**src/rtl/dmem_access_ctrl.sv**
```systemverilog
// Data-memory access sequencer for the MEM stage: req/gnt/rvalid port, lane steering, load extension.
// Latency: store = 1 (accept) + grant wait + 1 (DONE); load adds the rvalid wait before DONE.
// Backpressure: stall_o holds IF..MEM from acceptance until DONE; TIMEOUT cycles without progress raise bus_err_o.
//
// Ports:
//   clk_i, rst_ni                     clock, async active-low reset
//   req_*                             MEM-stage access (valid, store, size, unsigned, addr, wdata, rd)
//   stall_o                           pipeline hold
//   mem_req_o/we/addr/be/wdata        request side of the data-memory port
//   mem_gnt_i/rvalid_i/rdata_i        response side of the data-memory port
//   wb_valid_o/rd_o/data_o            load writeback, valid for the single DONE cycle
//   misaligned_o, bus_err_o           exception pulses
module dmem_access_ctrl #(
    parameter int TIMEOUT = 16
) (
    input  logic        clk_i,
    input  logic        rst_ni,
    input  logic        req_valid_i,
    input  logic        req_store_i,
    input  logic [1:0]  req_size_i,
    input  logic        req_unsigned_i,
    input  logic [31:0] req_addr_i,
    input  logic [31:0] req_wdata_i,
    input  logic [4:0]  req_rd_i,
    output logic        stall_o,
    output logic        mem_req_o,
    output logic        mem_we_o,
    output logic [31:0] mem_addr_o,
    output logic [3:0]  mem_be_o,
    output logic [31:0] mem_wdata_o,
    input  logic        mem_gnt_i,
    input  logic        mem_rvalid_i,
    input  logic [31:0] mem_rdata_i,
    output logic        wb_valid_o,
    output logic [4:0]  wb_rd_o,
    output logic [31:0] wb_data_o,
    output logic        misaligned_o,
    output logic        bus_err_o
);

    localparam logic [1:0] S_IDLE = 2'd0;
    localparam logic [1:0] S_REQ  = 2'd1;
    localparam logic [1:0] S_WAIT = 2'd2;
    localparam logic [1:0] S_DONE = 2'd3;

    localparam int CW = (TIMEOUT < 2) ? 1 : $clog2(TIMEOUT + 1);
    // Counter value in the last permitted cycle; the timeout fires when this cycle also makes no progress.
    localparam logic [CW-1:0] CNT_LAST = (TIMEOUT == 0) ? '0 : CW'(TIMEOUT - 1);

    logic [1:0]    state_q, state_d;
    logic [CW-1:0] cnt_q;
    logic          cap_store, cap_unsigned;
    logic [1:0]    cap_size;
    logic [31:0]   cap_addr, cap_wdata;
    logic [4:0]    cap_rd;
    logic          load_ok_q, bus_err_q;
    logic [31:0]   wb_data_q;

    logic          misal, accept, in_req, timed_out, capture_rd, to_evt;
    logic [31:0]   rd_shift, rd_ext;
    logic [3:0]    be;
    logic [31:0]   wdata_lane;

    // Size 11 is treated as word, so size[1] alone selects the word rule.
    assign misal  = (req_size_i == 2'b01 && req_addr_i[0]) ||
                    (req_size_i[1] && req_addr_i[1:0] != 2'b00);
    assign accept = (state_q == S_IDLE) && req_valid_i && !misal;
    assign in_req = (state_q == S_REQ);
    assign timed_out = (TIMEOUT != 0) && (cnt_q == CNT_LAST);

    // Halves are always 2-byte aligned here, so 8*addr[1:0] equals 16*addr[1] and one shifter serves both.
    assign rd_shift = mem_rdata_i >> {cap_addr[1:0], 3'b000};

    always_comb begin
        rd_ext = mem_rdata_i;
        case (cap_size)
            2'b00:   rd_ext = cap_unsigned ? {24'h0, rd_shift[7:0]}
                                           : {{24{rd_shift[7]}}, rd_shift[7:0]};
            2'b01:   rd_ext = cap_unsigned ? {16'h0, rd_shift[15:0]}
                                           : {{16{rd_shift[15]}}, rd_shift[15:0]};
            default: rd_ext = mem_rdata_i;
        endcase
    end

    always_comb begin
        be         = 4'b1111;
        wdata_lane = cap_wdata;
        case (cap_size)
            2'b00: begin
                be         = 4'b0001 << cap_addr[1:0];
                wdata_lane = {4{cap_wdata[7:0]}};
            end
            2'b01: begin
                be         = 4'b0011 << cap_addr[1:0];
                wdata_lane = {2{cap_wdata[15:0]}};
            end
            default: ;
        endcase
    end

    always_comb begin
        state_d    = state_q;
        capture_rd = 1'b0;
        to_evt     = 1'b0;
        case (state_q)
            S_IDLE: if (accept) state_d = S_REQ;
            S_REQ: begin
                if (mem_gnt_i) begin
                    if (cap_store) begin
                        state_d = S_DONE;
                    end else if (mem_rvalid_i) begin
                        state_d    = S_DONE;
                        capture_rd = 1'b1;
                    end else begin
                        state_d = S_WAIT;
                    end
                end else if (timed_out) begin
                    state_d = S_DONE;
                    to_evt  = 1'b1;
                end
            end
            S_WAIT: begin
                if (mem_rvalid_i) begin
                    state_d    = S_DONE;
                    capture_rd = 1'b1;
                end else if (timed_out) begin
                    state_d = S_DONE;
                    to_evt  = 1'b1;
                end
            end
            default: state_d = S_IDLE;
        endcase
    end

    always_ff @(posedge clk_i or negedge rst_ni) begin
        if (!rst_ni) begin
            state_q      <= S_IDLE;
            cnt_q        <= '0;
            cap_store    <= 1'b0;
            cap_size     <= 2'b00;
            cap_unsigned <= 1'b0;
            cap_addr     <= '0;
            cap_wdata    <= '0;
            cap_rd       <= '0;
            load_ok_q    <= 1'b0;
            bus_err_q    <= 1'b0;
            wb_data_q    <= '0;
        end else begin
            state_q   <= state_d;
            bus_err_q <= to_evt;
            if (accept) begin
                cnt_q        <= '0;
                cap_store    <= req_store_i;
                cap_size     <= req_size_i;
                cap_unsigned <= req_unsigned_i;
                cap_addr     <= req_addr_i;
                cap_wdata    <= req_wdata_i;
                cap_rd       <= req_rd_i;
                load_ok_q    <= 1'b0;
            end else if (state_q == S_REQ || state_q == S_WAIT) begin
                cnt_q <= cnt_q + 1'b1;
            end
            if (capture_rd) begin
                wb_data_q <= rd_ext;
                load_ok_q <= 1'b1;
            end
        end
    end

    assign stall_o      = accept || state_q == S_REQ || state_q == S_WAIT;
    assign misaligned_o = (state_q == S_IDLE) && req_valid_i && misal;
    assign mem_req_o    = in_req;
    assign mem_we_o     = in_req && cap_store;
    assign mem_addr_o   = in_req ? {cap_addr[31:2], 2'b00} : 32'h0;
    assign mem_be_o     = in_req ? be : 4'h0;
    assign mem_wdata_o  = in_req ? wdata_lane : 32'h0;
    assign wb_valid_o   = (state_q == S_DONE) && load_ok_q;
    assign wb_rd_o      = cap_rd;
    assign wb_data_o    = wb_data_q;
    assign bus_err_o    = bus_err_q;

endmodule
```
**config.mk**
```make
export PLATFORM = sky130hd
export DESIGN_NAME = dmem_access_ctrl
export DESIGN_NICKNAME = d
export VERILOG_FILES = /design/src/rtl/dmem_access_ctrl.sv
export SDC_FILE = /design/constraint.sdc
export NUM_CORES = 1
export LEC_CHECK = 0
export ABC_AREA = 1
export BUFFER_PORTS_ARGS = -buffer_cell sky130_fd_sc_hd__buf_4
export CORE_ASPECT_RATIO = 0.9
export CORE_MARGIN = 3
export CORE_UTILIZATION = 46
export DETAILED_ROUTE_END_ITERATION = 10
export PLACE_DENSITY = 0.86
export SLEW_MARGIN = 0
export SYNTH_ARGS = -nofsm -noshare
export SYNTH_HDL_FRONTEND = slang
export SYNTH_SLANG_ARGS = --single-unit
export TNS_END_PERCENT = 20
```
**constraint.sdc**
```tcl
create_clock -name clk_i -period 1.7 [get_ports clk_i]
set_input_delay 0.34 -clock clk_i [delete_from_list [all_inputs] [get_ports clk_i]]
set_output_delay 0.34 -clock clk_i [all_outputs]
set_load 0.005 [all_outputs]
```
==> results of run 1 <==
-- cells by family after synthesis --
| logic type | count (synthesis) |
|---|---|
| simple gates | 549 |
| buf+inv | 146 |
| flops | 114 |
| compound gates | 61 |
| fa+ha+maj | 8 |
| xor+xnor | 3 |
| other cells | 1 |
-- layout make-up --
class                           count  area [um^2]
Fill cell                         939         3620
Multi-Input combinational cell    623         3080
Sequential cell                   114         2860
Timing Repair Buffer              270         2290
Clock buffer                       20          457
Inverter                           99          384
Tap cell                          164          205
Clock inverter                     12          133
-- path summary, 6_finish.rpt --
kind / startpoint / endpoint / slack [ns]
min in group clk_i: req_wdata_i[25] / cap_wdata[25] / 0.11
max reg2reg: state_q[0] / wb_data_o[12] / -0.06
min: rst_ni / wb_data_o[5] / -0.04
max in group asynchronous: rst_ni / cap_addr[9] / 1.17
min reg2reg: cap_addr[2] / cap_addr[2] / 0.48
max: state_q[1] / mem_wdata_o[9] / -0.33
-- worst reg2reg max path: stages, from the launching register on --
cell	delay, ns
dfrtp_1	0.43
inv_1	0.16
ha_2	0.21
inv_2	0.06
nand2_1	0.08
nand4_2	0.14
inv_2	0.13
buf_6	0.12
buf_4	0.11
nand3_1	0.08
nand2_1	0.10
inv_1	0.04
-- synthesized netlist by cell type, drive strengths merged, types with 7 or more instances --
library cell	instances	area, um^2
nor2	73	300
dfrtp	114	2850
o211ai	7	52.6
o21ai	33	173
clkbuf	12	47.6
nand2	406	1530
a21oi	9	48.8
o22ai	9	56.3
inv	99	377
nand3	46	305
or2	20	125
buf	35	233
ha	8	100
-- sequential cells by signal (all words and copies together), names as in the netlist --
register	count
cap_wdata	32
cap_size	2
cap_unsigned	1
bus_err_o	1
cnt_q	5
wb_data_o	32
cap_addr	32
state_q	2
load_ok_q	1
cap_store	1
wb_rd_o	5
-- through the flow --
stage                     instance area (um^2)  hold slack (ns)  utilization
after floorplan                           6290           0.0444            -
after global placement                    8230            0.459        0.632
after detailed placement                  8230            0.465        0.632
after CTS                                 9320           0.0435        0.715
after global routing                      9410           0.0429        0.722
final                                     9410          -0.0439        0.722
-- what timing repair did --
item,4_1_cts,5_1_grt
hold buffers,0,0
buffers inserted,10,2
setup endpoints to repair,73,111
pin swaps,13,11
gates resized for setup,127,35
gates cloned,2,0
-- report_power, final --
| part | switching, W | internal, W | leakage (nW) |
|---|---|---|---|
| clock | 0.00131 | 0.00223 | 0.271 |
| combinational | 0.00505 | 0.00451 | 3.74 |
| sequential | 0.00112 | 0.00401 | 1.40 |
| total | 0.00748 | 0.0108 | 5.41 |
-- per-layer routing --
layer,global-route usage,wire (um),share of wire,up-vias
li1,-,-,-,3165
met3,0.0944,2330,0.11,55
met4,0.116,609,0.028,0
met2,0.472,10500,0.48,377
met5,0,0,0,-
met1,0.346,8200,0.38,3144
==> results.cfg, run 1 <==
[layout]
n_antenna_cell = 0
fin_cells = 1302
mostFrequentLayoutCell = nand2_1
layout_common_cells = nand2_1 (386), buf_4 (223), dfrtp_1 (110), inv_1 (70), nor2_1 (62)
drive_above_1_share = 0.359
synthToLayoutAreaGrowth_pct = 49.8
nets = 1243

[logic_synthesis]
synthSimpleGateAreaFrac = 0.364
syn-instance-count = 882
synth_area_per_cell_um2 = 7.12
synth-edff-count = 0
synth-xor-area-share = 0.00418
synth_seq_area_share = 0.454
postSynth.asyncResetShare = 1.00
synthDistinctLibCells = 38
synth_top_family_by_area = simple AND/OR/NAND/NOR gates
synth.area.mux_share = 0
synth_adder_area_share = 0.0159
synth_compound_area_frac = 0.0562
ys_seq_elements = 114
ys.warnings.count = 0
syn_area_um2 = 6280
synthFlopType = dfrtp_1

[timing]
max_freq_mhz = 492
slew_viol_final = 0
finalSetupTns_ns = -16.21
finalSetupViolations = 90
timing.final.ws_setup_ns = -0.334
finalCriticalPeriod_ns = 2.03
rsz0062_at_grt = true
worstMarginPinSlew_ns = 0.693
skew_ns = 0.00681
fin_hold_ws_ns = -0.0439
period_share = 1.20
hold_viol = 17
relSlewSlack = 0.538

[global_route]
grt-ovfl-total = 0
antenna_found_initial = 0
grt_use_total = 0.285
grt_first_pass_wirelength_um = 33300
first_global_vias = 6681
grt_max_degree = 115

[die]
fp-row-count = 39
fp.dieH_um = 117
initial_utilization = 0.482
dieArea_um2 = 15100
io_pins = 221
chipWidth_um = 129
core_area_um2 = 13000

[pwr]
power_w = 0.0182
cellPowerDensity_nw_per_um2 = 1940
irDropWorstVdd_mv = 1.04
p_leak_nw = 5.41

[clock_network]
insertion_delay_ns = 0.42
numCtsBuffers = 17
clock-root-buffer = clkbuf_16
cts_max_level = 4
cts_sinks = 114
cts_tree = yes
clockBufferDepth = 2
clk_pin_slew_worst_paths_ns = 0.05

[route]
drt-total-wl_um = 21600
post_drt_wl_per_cell_um = 16.6
first_pass_iters = 5
antenna_left = 0
drtIter0Drc = 575
vias_per_cell = 5.18
vias = 6741
drc = 0

[worst_setup_path]
max_stage_delay_ns = 0.39
critPathMaxFanout = 7
reg2reg_depth = 11
crit_cells = 6
cp.required_ns = 1.36
crit_slowest_cell = dfrtp_1
crit_type = reg2out
cp_cell_sequence = inv_2 > ha_4 > buf_6 > o21ai_1 > nor2_1 > buf_4
arrival_ns = 1.69
critPathTopFamily = buffers and inverters
path_buf_inv = 3
cp-end-kind = output port
worstSetupStartpointType = register

[worst_hold_path]
hold_path.class = in2async

[place]
gp_congestion = 0.912
pre_cts_ws_ns = -0.0167
place_hpwl_um = 14200
placed_cells = 1259
port_buffers = 218

[status]
status = finished with violations
violations = hold timing, setup timing

[flow_run]
drv_cap = 0
(Power assumes the default switching activity.)
==> run 2: changes to the inputs <==
--- a/config.mk
+++ b/config.mk
@@ -9,9 +9,9 @@
 export BUFFER_PORTS_ARGS = -buffer_cell sky130_fd_sc_hd__buf_4
 export CORE_ASPECT_RATIO = 0.9
 export CORE_MARGIN = 3
-export CORE_UTILIZATION = 46
+export CORE_UTILIZATION = 55
 export DETAILED_ROUTE_END_ITERATION = 10
-export PLACE_DENSITY = 0.86
+export PLACE_DENSITY = 0.95
 export SLEW_MARGIN = 0
 export SYNTH_ARGS = -nofsm -noshare
 export SYNTH_HDL_FRONTEND = slang
==> constraint.sdc (replaced) <==
create_clock -name clk_i -period 2.43 [get_ports clk_i]
set_input_delay 0.486 -clock clk_i [delete_from_list [all_inputs] [get_ports clk_i]]
set_output_delay 0.486 -clock clk_i [all_outputs]
set_load 0.005 [all_outputs]
==> results.cfg, run 2 (synthesis gave the netlist of run 1 again) <==
[pwr]
p_seq_frac = 0.294
p_clk_frac = 0.251
power_w = 0.0119
irDropWorstVdd_mv = 0.901
combPwrFrac = 0.455
p_int_w = 0.00723
p_switching_w = 0.00467
p_sw_frac = 0.393
p_leak_nw = 5.16
cellPowerDensity_nw_per_um2 = 1360

[clock_network]
cts_sinks = 114
cts_max_level = 4
clk_pin_slew_worst_paths_ns = 0.06
post-cts-setup-buffers = 0
clock-root-buffer = clkbuf_16
numCtsBuffers = 17
cts_tree = yes
insertion_delay_ns = 0.42
clockBufferDepth = 2

[global_route]
antenna_found_initial = 0
grt_first_pass_wirelength_um = 34000
grt_max_degree = 69
first_global_vias = 6838
grt_use_total = 0.336
grt-ovfl-total = 0

[worst_setup_path]
worstSetupStartpointType = register
cp-end-kind = output port
cp.required_ns = 1.94
crit_type = reg2out
critPathMaxFanout = 28
r2r_setup_slack_ns = 0.41
reg2reg_depth = 7
critPathTopFamily = buffers and inverters
cp_cell_sequence = inv_1 > ha_4 > buf_12 > o21ai_0 > nor2_1 > buf_4
path_buf_inv = 3
max_stage_delay_ns = 0.43
crit_cells = 6
arrival_ns = 1.86
crit_slowest_cell = dfrtp_1

[route]
drt-total-wl_um = 20900
first_pass_iters = 5
drtIter0Drc = 696
top_layer = met4
vias = 6695
post_drt_wl_per_cell_um = 16.7
met1_length_um = 7520
dr_wl_met3_um = 2250
vias_per_cell = 5.35
drc = 0
antenna_left = 0
wl_met2_um = 10100

[status]
status = finished, final reports clean

[place]
pre_cts_ws_ns = 0.461
gp_congestion = 0.898
port_buffers = 218
placed_cells = 1218
place_area_um2 = 7960
place_hpwl_um = 13700

[timing]
finalSetupTns_ns = 0
finalCriticalPeriod_ns = 2.34
relSlewSlack = 0.614
finalSetupViolations = 0
timing.final.ws_setup_ns = 0.0857
max_freq_mhz = 427
hold_viol = 0
slew_viol_final = 0
skew_ns = 0.00981
rsz0062_at_grt = false
period_share = 0.965
worstMarginPinSlew_ns = 0.579

[layout]
final_cell_area_um2 = 8720
multi_input_area_um2 = 2800
nets = 1204
drive_above_1_share = 0.273
layout_common_cells = nand2_1 (404), buf_4 (227), dfrtp_1 (113), inv_1 (90), nor2_1 (70)
synthToLayoutAreaGrowth_pct = 38.8
fill_cells = 719
fin_cells = 1251
n_antenna_cell = 0
mostFrequentLayoutCell = nand2_1
seqCellArea_um2 = 2850

[flow_run]
drv_cap = 0

[die]
io_pins = 221
chipWidth_um = 119
dieArea_um2 = 12700
fp.dieH_um = 107
initial_utilization = 0.571
core_area_um2 = 11000
fp-row-count = 36

[worst_hold_path]
hold_path.class = in2async
## run 2: path summary, 6_finish.rpt
kind | startpoint | endpoint
min reg2reg | cap_addr[25] | cap_addr[25]
max in group asynchronous | rst_ni | wb_data_o[21]
max | state_q[1] | mem_wdata_o[9]
max reg2reg | state_q[0] | wb_data_o[31]
min in group clk_i | req_addr_i[22] | cap_addr[22]
min | rst_ni | wb_data_o[5]
## run 2: what timing repair did
| action | CTS | global route |
|---|---|---|
| endpoints found under the setup margin | 2 | 22 |
| gates cloned | 1 | 0 |
| hold buffers | 0 | 0 |
| endpoints found under the hold margin | 0 | 0 |
| gates resized for setup | 0 | 5 |
## run 2: metal layers
metal	track usage	vias up
li1	-	3070
met1	0.393	3097
met2	0.556	438
met3	0.110	90
met4	0.175	0
met5	0	-
## run 2: layout make-up
| cell class | count | area share |
|---|---|---|
| multi-input cells | 623 | 0.321 |
| inverters | 99 | 0.0432 |
| repair buffers | 231 | 0.206 |
| flip-flops and latches | 114 | 0.327 |
| clock inverters | 13 | 0.0294 |
| well taps | 152 | 0.0218 |
| clock buffers | 19 | 0.0508 |
## run 2: power groups by stage
stage	Combinational, W	Clock [W]	Sequential, W
after floorplan	0.00310	0	0.00327
after global placement	0.00495	0	0.00345
after detailed placement	0.00512	0	0.00346
after CTS	0.00536	0.00299	0.00347
after global routing	0.00603	0.00308	0.00360
final	0.00542	0.00298	0.00350
## run 2: stage by stage
step | util | hold WS, ns
after floorplan | - | 0.190
final | 0.793 | 0.0586
after detailed placement | 0.724 | 0.465
after global placement | 0.724 | 0.458
after CTS | 0.791 | 0.0784
after global routing | 0.793 | 0.112
## run 2: worst register-to-register path, stage by stage, from the launching register on
cell and delay (ns):
dfrtp_1 0.44, inv_1 0.13, ha_1 0.47, nand4_2 0.16, inv_2 0.43, or2_2 0.22
nand2_1 0.06, inv_1 0.06
==> run 3: changes to the inputs <==
==> constraint.sdc (replaced) <==
create_clock -name clk_i -period 2.43 [get_ports clk_i]
set_input_delay 0.729 -clock clk_i [delete_from_list [all_inputs] [get_ports clk_i]]
set_output_delay 0.729 -clock clk_i [all_outputs]
set_load 0.005 [all_outputs]
==> results.cfg, run 3 (synthesis gave the netlist of run 1 again) <==
[layout]
layout_common_cells = nand2_1 (404), buf_4 (231), dfrtp_1 (110), inv_1 (88), nor2_1 (70)
mostFrequentLayoutCell = nand2_1
n_antenna_cell = 0
drive_above_1_share = 0.286
finish.utilization = 0.796
seqCellArea_um2 = 2860
nets = 1211
fill_cells = 761
multi_input_area_um2 = 2820
final_cell_area_um2 = 8750
synthToLayoutAreaGrowth_pct = 39.3

[pwr]
p_clk_frac = 0.224
p_leak_nw = 5.18
p_int_w = 0.00702
cellPowerDensity_nw_per_um2 = 1330
irDropWorstVdd_mv = 0.726
combPwrFrac = 0.473
p_switching_w = 0.00463
p_seq_frac = 0.303
p_sw_frac = 0.397

[global_route]
grt_first_pass_wirelength_um = 31900
grt_use_total = 0.315
grt_max_degree = 63
antenna_found_initial = 0
first_global_vias = 6457
grt-ovfl-total = 0

[timing]
relSlewSlack = 0.587
timing.final.ws_setup_ns = 0.0231
finalCriticalPeriod_ns = 2.41
slew_viol_final = 0
fin_hold_ws_ns = 0.328
worstMarginPinSlew_ns = 0.619
finalSetupTns_ns = 0
skew_ns = 0.00891
max_freq_mhz = 415
finalSetupViolations = 0
rsz0062_at_grt = true
hold_viol = 0
period_share = 0.991

[worst_setup_path]
crit_slowest_cell = dfrtp_2
reg2reg_depth = 7
worstSetupStartpointType = register
cp_cell_sequence = inv_2 > ha_4 > buf_12 > o21ai_0 > nor2_1 > buf_4
cp.required_ns = 1.70
crit_type = reg2out
arrival_ns = 1.68
cp-end-kind = output port
critPathMaxFanout = 14
max_stage_delay_ns = 0.43

[route]
post_drt_wl_per_cell_um = 16.0
antenna_left = 0
vias = 6614
vias_per_cell = 5.26
drtIter0Drc = 634
first_pass_iters = 5
drt-total-wl_um = 20100
drc = 0

[die]
core_area_um2 = 11000
chipWidth_um = 119
initial_utilization = 0.571
dieArea_um2 = 12700
io_pins = 221
fp-row-count = 36
fp.dieH_um = 107

[place]
port_buffers = 218
place_area_um2 = 8000
place_hpwl_um = 13300
gp_congestion = 0.943
pre_cts_ws_ns = 0.218

[clock_network]
numCtsBuffers = 17
clock-root-buffer = clkbuf_16
insertion_delay_ns = 0.40
cts_sinks = 114
clockBufferDepth = 2
cts-hold-fix-buffers = 0
cts_max_level = 4
clk_pin_slew_worst_paths_ns = 0.05
cts_tree = yes

[flow_run]
drv_cap = 0

[status]
status = finished, final reports clean

[worst_hold_path]
hold_path.class = in2async
[run 3: changes by cell type in the layout (fill, tap and decap cells not counted), sizes merged]
| cell | before | now |
|---|---|---|
| clkbuf | 19 | 23 |
| bufbuf | 1 | 0 |
| bufinv | 7 | 3 |
| buf | 230 | 237 |
| clkinvlp | 2 | 0 |
| clkinv | 4 | 6 |
[run 3: final cells by class]
type / instances / share of cell area
clock inverter: 9 / 0.0146
multi-input combinational: 623 / 0.322
clock buffer: 22 / 0.0565
timing repair buffer: 238 / 0.215
sequential: 114 / 0.327
tap: 152 / 0.0217
inverter: 99 / 0.0436
[run 3: layer usage]
layer / GRT usage / vias up / routed length [um]
li1: - / 3086 / -
met5: 0 / - / 0
met1: 0.393 / 2999 / 7590
met4: 0.168 / 0 / 890
met2: 0.502 / 445 / 9390
met3: 0.0846 / 84 / 2190
[run 3: worst paths after layout]
path	slack, ns	to	from
worst max-delay path	0.02	mem_wdata_o[16]	state_q[1]
worst max register to register	0.31	cap_wdata[30]	state_q[0]
max in group asynchronous	1.42	state_q[1]	rst_ni
worst min register to register	0.48	load_ok_q	load_ok_q
worst min-delay path	0.33	cnt_q[3]	rst_ni
min in group clk_i	0.48	load_ok_q	load_ok_q
[run 3: what timing repair did]
action | 4_1_cts | 5_1_grt
pin swaps | 0 | 3
gates cloned | 1 | 1
gates resized for setup | 13 | 12
buffers inserted | 0 | 2
setup endpoints to repair | 33 | 53
[run 3: power groups by stage]
stage | logic (W) | clock network [W] | registers (W)
6_report | 0.00551 | 0.00260 | 0.00353
5_1_grt | 0.00612 | 0.00270 | 0.00364
4_1_cts | 0.00535 | 0.00263 | 0.00351
3_5_place_dp | 0.00514 | 0 | 0.00347
3_3_place_gp | 0.00499 | 0 | 0.00347
2_1_floorplan | 0.00310 | 0 | 0.00327
[run 3: worst max-delay path: cells and delay by family, from the launching register on]
kind | cells | cell delay (ns)
flip-flops | 1 | 0.43
buffers and inverters | 3 | 0.39
adder cells (fa/ha/maj) | 1 | 0.21
AND/OR/NAND/NOR | 1 | 0.15
AO/OA/AOI/OAI | 1 | 0.09
[run 3: stage by stage]
step,total power [W],instances
3_3_place_gp,0.00845,1222
6_report,0.0116,1257
5_1_grt,0.0125,1257
2_1_floorplan,0.00637,883
4_1_cts,0.0115,1254
3_5_place_dp,0.00861,1222
